$ cat src/rtl/pic_inta_sequencer_if.sv
// Bus between the INTA sequencer, the 8259 PIC (INT/INTA/D) and the CPU core (vector handshake).
interface pic_inta_sequencer_if;
    logic       INT;
    logic       ien;
    logic [7:0] D;
    logic       INTA;
    logic [7:0] vec;
    logic       vec_valid;
    logic       vec_ready;
    logic       busy;
    logic       spurious;

    modport master (
        input  INT, ien, D, vec_ready,
        output INTA, vec, vec_valid, busy, spurious
    );

    modport slave (
        output INT, ien, D, vec_ready,
        input  INTA, vec, vec_valid, busy, spurious
    );
endinterface

$ cat src/rtl/pic_inta_sequencer.sv
// Interrupt acknowledge sequencer: synchronizes INT, drives two INTA pulses, captures the vector.
// Optional macro PIC_INTA_SPURIOUS_EN aborts to COOL with a spurious strobe if int_s has dropped by ARM.
module pic_inta_sequencer #(
    parameter int unsigned PULSE_LEN = 4,
    parameter int unsigned GAP_LEN   = 2
) (
    input  logic                        clk,
    input  logic                        rst_n,
    pic_inta_sequencer_if.master        bus
);
    typedef enum logic [2:0] {
        IDLE,
        ARM,
        P1,
        GAP,
        P2,
        HOLD,
        COOL
    } state_t;

    // Counter reloads with (length - 1) so a phase ends on the edge where it reads zero.
    localparam logic [7:0] PULSE_RELOAD = 8'(PULSE_LEN - 1);
    localparam logic [7:0] GAP_RELOAD   = 8'(GAP_LEN - 1);
    localparam logic [7:0] COOL_RELOAD  = 8'd1;

    state_t     state;
    logic [7:0] cnt;
    logic       sync1;
    logic       int_s;
    logic       inta;
    logic [7:0] vec;
    logic       vec_valid;
    logic       busy;
`ifdef PIC_INTA_SPURIOUS_EN
    logic       spurious;
`endif

    always_ff @(posedge clk or negedge rst_n) begin
        if (!rst_n) begin
            sync1 <= 1'b0;
            int_s <= 1'b0;
        end else begin
            sync1 <= bus.INT;
            int_s <= sync1;
        end
    end

    always_ff @(posedge clk or negedge rst_n) begin
        if (!rst_n) begin
            state     <= IDLE;
            cnt       <= '0;
            inta      <= 1'b1;
            vec       <= '0;
            vec_valid <= 1'b0;
            busy      <= 1'b0;
`ifdef PIC_INTA_SPURIOUS_EN
            spurious  <= 1'b0;
`endif
        end else begin
`ifdef PIC_INTA_SPURIOUS_EN
            spurious <= 1'b0;
`endif
            case (state)
                IDLE: begin
                    if (int_s && bus.ien) begin
                        state <= ARM;
                        busy  <= 1'b1;
                    end
                end
                ARM: begin
`ifdef PIC_INTA_SPURIOUS_EN
                    if (!int_s) begin
                        state    <= COOL;
                        cnt      <= COOL_RELOAD;
                        spurious <= 1'b1;
                    end else begin
                        state <= P1;
                        cnt   <= PULSE_RELOAD;
                        inta  <= 1'b0;
                    end
`else
                    state <= P1;
                    cnt   <= PULSE_RELOAD;
                    inta  <= 1'b0;
`endif
                end
                P1: begin
                    if (cnt == '0) begin
                        state <= GAP;
                        cnt   <= GAP_RELOAD;
                        inta  <= 1'b1;
                    end else begin
                        cnt <= cnt - 8'd1;
                    end
                end
                GAP: begin
                    if (cnt == '0) begin
                        state <= P2;
                        cnt   <= PULSE_RELOAD;
                        inta  <= 1'b0;
                    end else begin
                        cnt <= cnt - 8'd1;
                    end
                end
                P2: begin
                    if (cnt == '0) begin
                        state     <= HOLD;
                        inta      <= 1'b1;
                        vec       <= bus.D;
                        vec_valid <= 1'b1;
                    end else begin
                        cnt <= cnt - 8'd1;
                    end
                end
                HOLD: begin
                    if (vec_valid && bus.vec_ready) begin
                        state     <= COOL;
                        cnt       <= COOL_RELOAD;
                        vec_valid <= 1'b0;
                    end
                end
                COOL: begin
                    if (cnt == '0) begin
                        state <= IDLE;
                        busy  <= 1'b0;
                    end else begin
                        cnt <= cnt - 8'd1;
                    end
                end
                default: begin
                    state <= IDLE;
                    inta  <= 1'b1;
                    busy  <= 1'b0;
                end
            endcase
        end
    end

    assign bus.INTA      = inta;
    assign bus.vec       = vec;
    assign bus.vec_valid = vec_valid;
    assign bus.busy      = busy;
`ifdef PIC_INTA_SPURIOUS_EN
    assign bus.spurious  = spurious;
`else
    assign bus.spurious  = 1'b0;
`endif

endmodule
$ cat src/flat_wrapper.sv
// flat-port wrapper written by rule: the top's interface ports become plain ports
module pic_inta_sequencer_flat 
#(
    parameter int unsigned PULSE_LEN = 4,
    parameter int unsigned GAP_LEN   = 2
)
  (clk, rst_n, bus_INT, bus_ien, bus_D, bus_vec_ready, bus_INTA, bus_vec, bus_vec_valid, bus_busy, bus_spurious);
  pic_inta_sequencer_if bus_i ();
  input  logic clk;
  input  logic rst_n;
  input wire logic [$bits(bus_i.INT)-1:0] bus_INT;
  input wire logic [$bits(bus_i.ien)-1:0] bus_ien;
  input wire logic [$bits(bus_i.D)-1:0] bus_D;
  input wire logic [$bits(bus_i.vec_ready)-1:0] bus_vec_ready;
  output wire logic [$bits(bus_i.INTA)-1:0] bus_INTA;
  output wire logic [$bits(bus_i.vec)-1:0] bus_vec;
  output wire logic [$bits(bus_i.vec_valid)-1:0] bus_vec_valid;
  output wire logic [$bits(bus_i.busy)-1:0] bus_busy;
  output wire logic [$bits(bus_i.spurious)-1:0] bus_spurious;
  assign bus_i.INT = bus_INT;
  assign bus_i.ien = bus_ien;
  assign bus_i.D = bus_D;
  assign bus_i.vec_ready = bus_vec_ready;
  assign bus_INTA = bus_i.INTA;
  assign bus_vec = bus_i.vec;
  assign bus_vec_valid = bus_i.vec_valid;
  assign bus_busy = bus_i.busy;
  assign bus_spurious = bus_i.spurious;
  pic_inta_sequencer #(.PULSE_LEN(PULSE_LEN), .GAP_LEN(GAP_LEN)) u_core (.clk(clk), .rst_n(rst_n), .bus(bus_i));
endmodule
$ cat config.mk
export PLATFORM = sky130hd
export DESIGN_NAME = pic_inta_sequencer_flat
export DESIGN_NICKNAME = d
export VERILOG_FILES = /design/src/rtl/pic_inta_sequencer_if.sv /design/src/rtl/pic_inta_sequencer.sv /design/src/flat_wrapper.sv
export SDC_FILE = /design/constraint.sdc
export NUM_CORES = 1
export LEC_CHECK = 0
export ABC_AREA = 1
export CAP_MARGIN = 20
export CORE_MARGIN = 5
export CORE_UTILIZATION = 44
export DETAILED_ROUTE_END_ITERATION = 10
export PLACE_DENSITY_LB_ADDON = 0.2
export SLEW_MARGIN = 30
export SYNTH_ARGS = -nofsm -noshare
export SYNTH_HDL_FRONTEND = slang
export SYNTH_SLANG_ARGS = --single-unit
$ cat constraint.sdc
create_clock -name clk -period 1.8 [get_ports clk]
set_clock_uncertainty 0.05 [all_clocks]
set_input_delay 0.18 -clock clk [delete_from_list [all_inputs] [get_ports clk]]
set_output_delay 0.18 -clock clk [all_outputs]
set_load 0.02 [all_outputs]
==> flow_metrics.tcl, run 1 <==
set metrics [dict create \
    core_mm2 0.00303 \
    synthCells 177 \
    yosysMostFrequentCell "nand2_1" \
    layout_setup_ws_ns 0.110 \
    synth_warnings 0 \
    irDropWorstVdd_uv 853 \
    cts.repair.resized 0 \
    clock_latency_ns 0.32 \
    grt.overflow.total 0 \
    r2r_end "u_core.bus.vec[3]$_DFFE_PN0P_" \
    crit_path_start "u_core.bus.INTA$_DFFE_PN1P_" \
    clkTransAtPathRegs_ns 0.13 \
    grt_pass1_vias 1190 \
    cts_htree_levels 1 \
    endpoint "bus_INTA" \
    cts_hold_buf 0 \
    crit_slowest_cell "clkdlybuf4s50_1" \
    dr.first_iter.drc_count 38 \
    drt.antenna.violating_nets 0 \
    setup_violations 0 \
    fin_area_mm2 0.00168 \
    critPathBufInv 1 \
    rsz0062_at_grt "no" \
    layout.nets 218 \
    path_cells "clkdlybuf4s50_1" \
    yosys.area.top_type "dfrtp_1" \
    dieHeight_um 66.0 \
    fillers 287 \
    synth_common_cells "nand2_1 (47), dfrtp_1 (23), nor2_1 (23), nand3_1 (15), inv_1 (14)" \
    synth_edf_count 0 \
    start_kind "register" \
    hp-class "in2async" \
    synth-main-ff-cell "dfrtp_1" \
    gp_congestion 0.799 \
    cts.sinks 24 \
    grt.total_usage_pct 15.5 \
    status "complete, no violations" \
    num_rows 20 \
    via_per_inst 4.96 \
    grt_pass1_wl_mm 5.20 \
    start_util_pct 45.6 \
    cp_slowest_stage_delay_ns 0.59 \
    yosysSeqAreaShare_pct 43.6 \
    timing.setup.tns_ns 0 \
    hpwl_mm 2.27 \
    dpl_cell_area_mm2 0.00166 \
    rrSetupSlack_ns 0.19 \
    power_leakage_uw 0.000861 \
    final_max_slew_viol_count 0 \
    wl_per_cell_um 11.9 \
    synth_seq_cells 24 \
    min_period_ns 1.69 \
    finalCritPeriodShare_pct 93.9 \
    cts_buffers 3 \
    die_w_um 66.0 \
    post_cts_buffers 0 \
    first_pass_iters 4 \
    reg2reg_from "u_core.cnt[0]$_DFFE_PN0P_" \
    rr_worst_depth 8 \
    endpoint_kind "primary output" \
    dieArea_mm2 0.00436 \
    cp.required_ns 1.57 \
    max_cap_violations 0 \
    num_vias 1225 \
    synth_area_leaders "dfrtp_1 (42%), nand2_1 (13%), nor2_1 (6.3%)" \
    syn_area_mm2 0.00138 \
    fmax_ghz 0.592 \
    critical_path_cell_count 1 \
    path_class "reg2out" \
    antennaDiodeCount 0 \
    path_delay_family "buffers and inverters" \
    cp_max_fo 2 \
    grt_max_degree 25 \
    arrival_ns 1.46 \
    grt_antenna_before_repair 0 \
    drc 0 \
    place_worst_setup_slack_ns 0.193 \
    drive_gt1_share_pct 12.8 \
    cts_tree "done" \
    wl_mm 2.94 \
    boundaryPins 25 \
    powerDensity_mw_per_mm2 1870 \
    syn_nets 191 \
    syn_avg_cell_area_um2 7.80 \
    yosysUniqueCellTypes 28 \
    root_buffer "clkbuf_4" \
    clock_path_buffers 2 \
    synth_top_area_share_pct 41.7 \
    hold_viol 0 \
    area_growth_pct 21.7 \
    synthArstFlopShare_pct 100 \
    numPortBuffers 23 \
]
[metrics by stage]
step                hold slack, ns  total power, µW  std cells  util, %
finish                       0.149             3150        247     55.5
global route                 0.174             3450        247     55.5
CTS                          0.153             3180        247     55.5
detailed placement           0.291             2920        243     54.7
global placement             0.287             2880        243     54.7
floorplan                   -0.166             2350        177        -
[cells in the final DEF (no fill, tap or decap), drive strengths merged]
cell type and n:
dfstp 1, nand4 5, ha 1, nand2 51, buf 3, a21oi 9, nor2 27, o21ai 12
and2 1, nand3 18, inv 17, conb 1, dfrtp 23, xor2 4, clkdlybuf4s50 23, nor3 3
clkbuf 4
[power breakdown]
group	switching, µW	leakage (µW)	internal, µW
Combinational	1140	0.000553	731
Clock	162	0.0000150	86.9
Sequential	256	0.000294	778
Total	1550	0.000861	1600
[sequential cells by signal (all words and copies together) (netlist names)]
| register | cells |
|---|---|
| u_core.bus.busy | 1 |
| u_core.state | 3 |
| u_core.int_s | 1 |
| u_core.sync1 | 1 |
| u_core.bus.vec_valid | 1 |
| u_core.cnt | 8 |
| u_core.bus.INTA | 1 |
| u_core.bus.vec | 8 |
[logic make-up after synthesis]
kind of cell             synth area share, %
AO/OA/AOI/OAI                           7.88
adder cells (fa/ha/maj)                0.906
buffers and inverters                   7.25
AND/OR/NAND/NOR                         37.6
other                                  0.271
XOR/XNOR                                2.54
flip-flops                              43.6
[cell type report]
cell class	instances	area, µm²	area share, %
clock buffer	4	26.3	1.56
timing repair buffer	26	253	15.0
multi-input combinational	132	679	40.4
tap	44	55.1	3.27
inverter	17	66.3	3.94
sequential	24	602	35.8
[per-layer routing]
metal | GRT usage [%] | vias to the layer above | share of wire, %
met1 | 17.9 | 574 | 46
met2 | 26.7 | 26 | 47
li1 | - | 620 | -
met4 | 6.09 | 0 | 1.8
met5 | 0 | - | 0
met3 | 4.59 | 5 | 5.9
[worst min-delay path by stage]
stage / startpoint / endpoint / slack (ns) / cells past startpoint
after global placement: u_core.sync1$_DFF_PN0_ / u_core.int_s$_DFF_PN0_ / 0.29 / 0
after global routing: rst_n / u_core.cnt[6]$_DFFE_PN0P_ / 0.17 / 2
after CTS: rst_n / u_core.cnt[7]$_DFFE_PN0P_ / 0.15 / 2
final: rst_n / u_core.state[0]$_DFFE_PN0P_ / 0.15 / 2
after floorplan: rst_n / u_core.bus.busy$_DFFE_PN0P_ / -0.17 / 0
after detailed placement: u_core.sync1$_DFF_PN0_ / u_core.int_s$_DFF_PN0_ / 0.29 / 0
Power figures use the tool's default switching activity.
==> run 2: changes to the inputs <==
--- a/config.mk
+++ b/config.mk
@@ -7,7 +7,7 @@
 export LEC_CHECK = 0
 export ABC_AREA = 1
 export CAP_MARGIN = 20
-export CORE_MARGIN = 5
+export CORE_MARGIN = 3
 export CORE_UTILIZATION = 44
 export DETAILED_ROUTE_END_ITERATION = 10
 export PLACE_DENSITY_LB_ADDON = 0.2
==> flow_metrics.tcl, run 2 (synthesized netlist as in run 1, its figures left out) <==
set metrics [dict create \
    p_total_uw 3220 \
    cts.sinks 24 \
    hp-class "in2async" \
    numPortBuffers 23 \
    hold_viol 0 \
    start_kind "register" \
    reg2reg_from "u_core.cnt[0]$_DFFE_PN0P_" \
    num_rows 19 \
    fmax_ghz 0.587 \
    drive_gt1_share_pct 14.6 \
    grt.total_usage_pct 18.6 \
    powerDensity_mw_per_mm2 1880 \
    grtUsageMet1_pct 23.2 \
    cp_slowest_stage_delay_ns 0.60 \
    cp.required_ns 1.57 \
    layout_setup_ws_ns 0.0974 \
    critPathBufInv 1 \
    num_vias 1240 \
    grt_max_degree 25 \
    setup_violations 0 \
    cp_max_fo 2 \
    wl_per_cell_um 11.9 \
    drt.antenna.violating_nets 0 \
    cts_tree "done" \
    mostFrequentLayoutCell "nand2_1" \
    timing.setup.tns_ns 0 \
    grt.overflow.total 0 \
    rsz0062_at_grt "no" \
    post_cts_buffers 0 \
    path_delay_family "buffers and inverters" \
    hpwl_mm 2.23 \
    max_cap_violations 0 \
    root_buffer "clkbuf_4" \
    area_growth_pct 23.7 \
    via_per_inst 5.02 \
    grt_antenna_before_repair 0 \
    path_class "reg2out" \
    min_period_ns 1.70 \
    globalRouteMet2Util_pct 30.5 \
    layout_common_cells "nand2_1 (47), nor2_1 (23), clkdlybuf4s50_1 (23), dfrtp_1 (23), nand3_1 (15)" \
    cts_buffers 3 \
    drc 0 \
    clock_path_buffers 2 \
    finalCritPeriodShare_pct 94.6 \
    place_worst_setup_slack_ns 0.217 \
    dieHeight_um 62.0 \
    whs_ns 0.141 \
    top_regs "u_core.bus.vec (8), u_core.cnt (8), u_core.state (3)" \
    dieArea_mm2 0.00385 \
    boundaryPins 25 \
    clkTransAtPathRegs_ns 0.14 \
    gp_congestion 0.815 \
    core_mm2 0.00288 \
    cts_htree_levels 1 \
    fillers 262 \
    antennaDiodeCount 0 \
    arrival_ns 1.47 \
    irDropWorstVdd_uv 838 \
    grt_pass1_vias 1266 \
    layout.nets 220 \
    endpoint_kind "primary output" \
    power_leakage_uw 0.000882 \
    start_util_pct 48.0 \
    use_met3_pct 4.55 \
    final_max_slew_viol_count 0 \
    first_pass_iters 4 \
    finish.utilization_pct 59.4 \
    crit_slowest_cell "clkdlybuf4s50_1" \
    dr.first_iter.drc_count 78 \
    path_cells "clkdlybuf4s50_1" \
    grt_pass1_wl_mm 5.35 \
    crit_path_start "u_core.bus.INTA$_DFFE_PN1P_" \
    status "complete, no violations" \
    wl_mm 2.94 \
    die_w_um 62.0 \
    clock_latency_ns 0.32 \
    busiest_layer "met2" \
]
==> run 2: cell types whose count changed in the layout (fill, tap and decap cells not counted) <==
cell      change
nor3_2        +1
nor3_1        -1
clkbuf_1      -1
clkbuf_8      +1
buf_4         +2
==> run 2: path summary, 6_finish.rpt <==
kind	end	slack, ns	cells after the start
max	bus_INTA	0.1	1
min	u_core.state[0]$_DFFE_PN0P_	0.14	2
max reg2reg	u_core.bus.vec[4]$_DFFE_PN0P_	0.21	8
min reg2reg	u_core.int_s$_DFF_PN0_	0.33	0
max in group asynchronous	u_core.bus.INTA$_DFFE_PN1P_	1.27	2
min in group clk	u_core.sync1$_DFF_PN0_	0.23	1
==> run 2: routing by layer <==
metal	up-vias	part of all wire (%)
met2	47	46
met4	0	2.5
met3	9	6.7
met1	563	44
li1	621	-
met5	-	0
==> run 2: what timing repair did <==
action,in CTS,in global routing
endpoints found under the setup margin,0,2
resized for setup,0,1
hold buffers,0,0
==> run 2: report_power, final <==
part           internal [µW]  leakage [µW]  total, µW  switching (µW)
clock network            124     0.0000210        291             167
registers                778      0.000294       1030             251
logic                    755      0.000567       1900            1140
total                   1660      0.000882       3220            1560
==> run 2: cell type report <==
class	instances	area [µm²]	share of cell area, %
flip-flops and latches	24	602	35.2
multi-input cells	132	684	40.0
well taps	42	52.6	3.07
repair buffers	28	268	15.7
inverters	17	66.3	3.88
clock buffers	4	36.3	2.12
==> run 2: per-stage QoR <==
step	instances	area, µm²
after global routing	247	1710
after detailed placement	243	1670
after CTS	247	1700
after floorplan	177	1380
after global placement	243	1670
final	247	1710
==> run 3: changes to the inputs <==
--- a/config.mk
+++ b/config.mk
@@ -7,6 +7,7 @@
 export LEC_CHECK = 0
 export ABC_AREA = 1
 export CAP_MARGIN = 20
+export CORE_ASPECT_RATIO = 1.4
 export CORE_MARGIN = 3
 export CORE_UTILIZATION = 44
 export DETAILED_ROUTE_END_ITERATION = 10
==> flow_metrics.tcl, run 3 (synthesized netlist as in run 1, its figures left out) <==
set metrics [dict create \
    antennaDiodeCount 0 \
    min_period_ns 1.68 \
    gp_congestion 0.890 \
    setup_violations 0 \
    fillers 288 \
    place_worst_setup_slack_ns 0.102 \
    grt_antenna_before_repair 0 \
    die_w_um 53.4 \
    num_vias 1226 \
    numPortBuffers 23 \
    fmax_ghz 0.596 \
    cts_htree_levels 1 \
    area.sequential_um2 602 \
    grt_pass1_wl_mm 5.26 \
    p_total_uw 3430 \
    endpoint_kind "register" \
    start_kind "register" \
    layout.nets 218 \
    grt_pass1_vias 1256 \
    via_per_inst 5.11 \
    cp_common_cell "nand2_1" \
    rsz0062_at_grt "no" \
    dieArea_mm2 0.00386 \
    clkTransAtPathRegs_ns 0.08 \
    finish.utilization_pct 59.1 \
    top_regs "u_core.bus.vec (8), u_core.cnt (8), u_core.state (3)" \
    status "complete, no violations" \
    hpwl_mm 2.28 \
    finalCritPeriodShare_pct 93.2 \
    cp.required_ns 1.91 \
    start_util_pct 47.1 \
    grt.total_usage_pct 17.7 \
    cts.sinks 24 \
    arrival_ns 1.79 \
    path_cells "inv_1 > ha_1 > inv_1 > nor3_1 > nand2_1 > nand3_1 > nand3_1 > nand2_1 > nand2_1" \
    irDropWorstVdd_uv 1180 \
    cts_hold_buf 0 \
    cts_buffers 3 \
    path_delay_family "simple AND/OR/NAND/NOR gates" \
    power_leakage_uw 0.000886 \
    layout_setup_ws_ns 0.122 \
    drt.antenna.violating_nets 0 \
    root_buffer "clkbuf_8" \
    dr.first_iter.drc_count 36 \
    grt_max_degree 25 \
    mostFrequentLayoutCell "nand2_1" \
    critPathBufInv 2 \
    drive_gt1_share_pct 13.3 \
    wl_mm 3.02 \
    max_cap_violations 0 \
    drc 0 \
    first_pass_iters 4 \
    clock_path_buffers 2 \
    hp-class "in2async" \
    dieHeight_um 72.3 \
    cp_max_fo 5 \
    num_rows 23 \
    cp_slowest_stage_delay_ns 0.43 \
    path_class "reg2reg" \
    boundaryPins 25 \
    hold_viol 0 \
    cts_tree "done" \
    layout_common_cells "nand2_1 (47), nor2_1 (23), clkdlybuf4s50_1 (23), dfrtp_1 (23), nand3_1 (15)" \
    core_mm2 0.00294 \
    clock_latency_ns 0.26 \
    timing.setup.tns_ns 0 \
    multi_input_comb_area_um2 684 \
    wl_per_cell_um 12.6 \
    whs_ns 0.215 \
    final_max_slew_viol_count 0 \
    crit_slowest_cell "dfrtp_1" \
    grt.overflow.total 0 \
    powerDensity_mw_per_mm2 1970 \
    area_growth_pct 25.6 \
]
## run 3: cell type report
type / count / share of cell area (%)
Sequential cell: 24 / 34.7
Clock inverter: 1 / 1.73
Tap cell: 37 / 2.67
Clock buffer: 3 / 2.38
Multi-Input combinational cell: 132 / 39.4
Timing Repair Buffer: 26 / 15.3
Inverter: 17 / 3.82
## run 3: stage by stage
step | cell area (µm²) | instances
floorplan | 1380 | 177
global placement | 1660 | 236
detailed placement | 1660 | 236
CTS | 1730 | 240
global route | 1740 | 240
finish | 1740 | 240
## run 3: timing repair
action,CTS,global route
gates resized for setup,0,1
buffers inserted,0,0
setup endpoints to repair,0,16
## run 3: path summary, 6_finish.rpt
check,from,endpoint,slack (ns),cells after the start
max,u_core.cnt[0]$_DFFE_PN0P_,u_core.cnt[1]$_DFFE_PN0P_,0.12,9
min,rst_n,u_core.cnt[1]$_DFFE_PN0P_,0.22,2
max reg2reg,u_core.cnt[0]$_DFFE_PN0P_,u_core.cnt[1]$_DFFE_PN0P_,0.12,9
min reg2reg,u_core.sync1$_DFF_PN0_,u_core.int_s$_DFF_PN0_,0.32,0
max in group asynchronous,rst_n,u_core.bus.INTA$_DFFE_PN1P_,1.20,2
min in group clk,bus_INT,u_core.sync1$_DFF_PN0_,0.31,1
## run 3: per-layer routing
metal	share of wire [%]	track usage, %	vias to the layer above
li1	-	-	618
met1	43	21.9	579
met2	54	30.6	25
met3	2.9	2.67	4
met4	0.83	6.25	0
met5	0	0	-
## run 3: where the power goes
| part | internal, µW | switching [µW] | leakage (µW) |
|---|---|---|---|
| Sequential | 779 | 260 | 0.000294 |
| Clock | 297 | 168 | 0.0000357 |
| Combinational | 769 | 1150 | 0.000557 |
## run 3: worst register-to-register path: cells and delay by family (launching register included)
family	cells	cell delay [ns]
fa+ha+maj	1	0.20
simple gates	6	0.76
flops	1	0.43
buf+inv	2	0.15
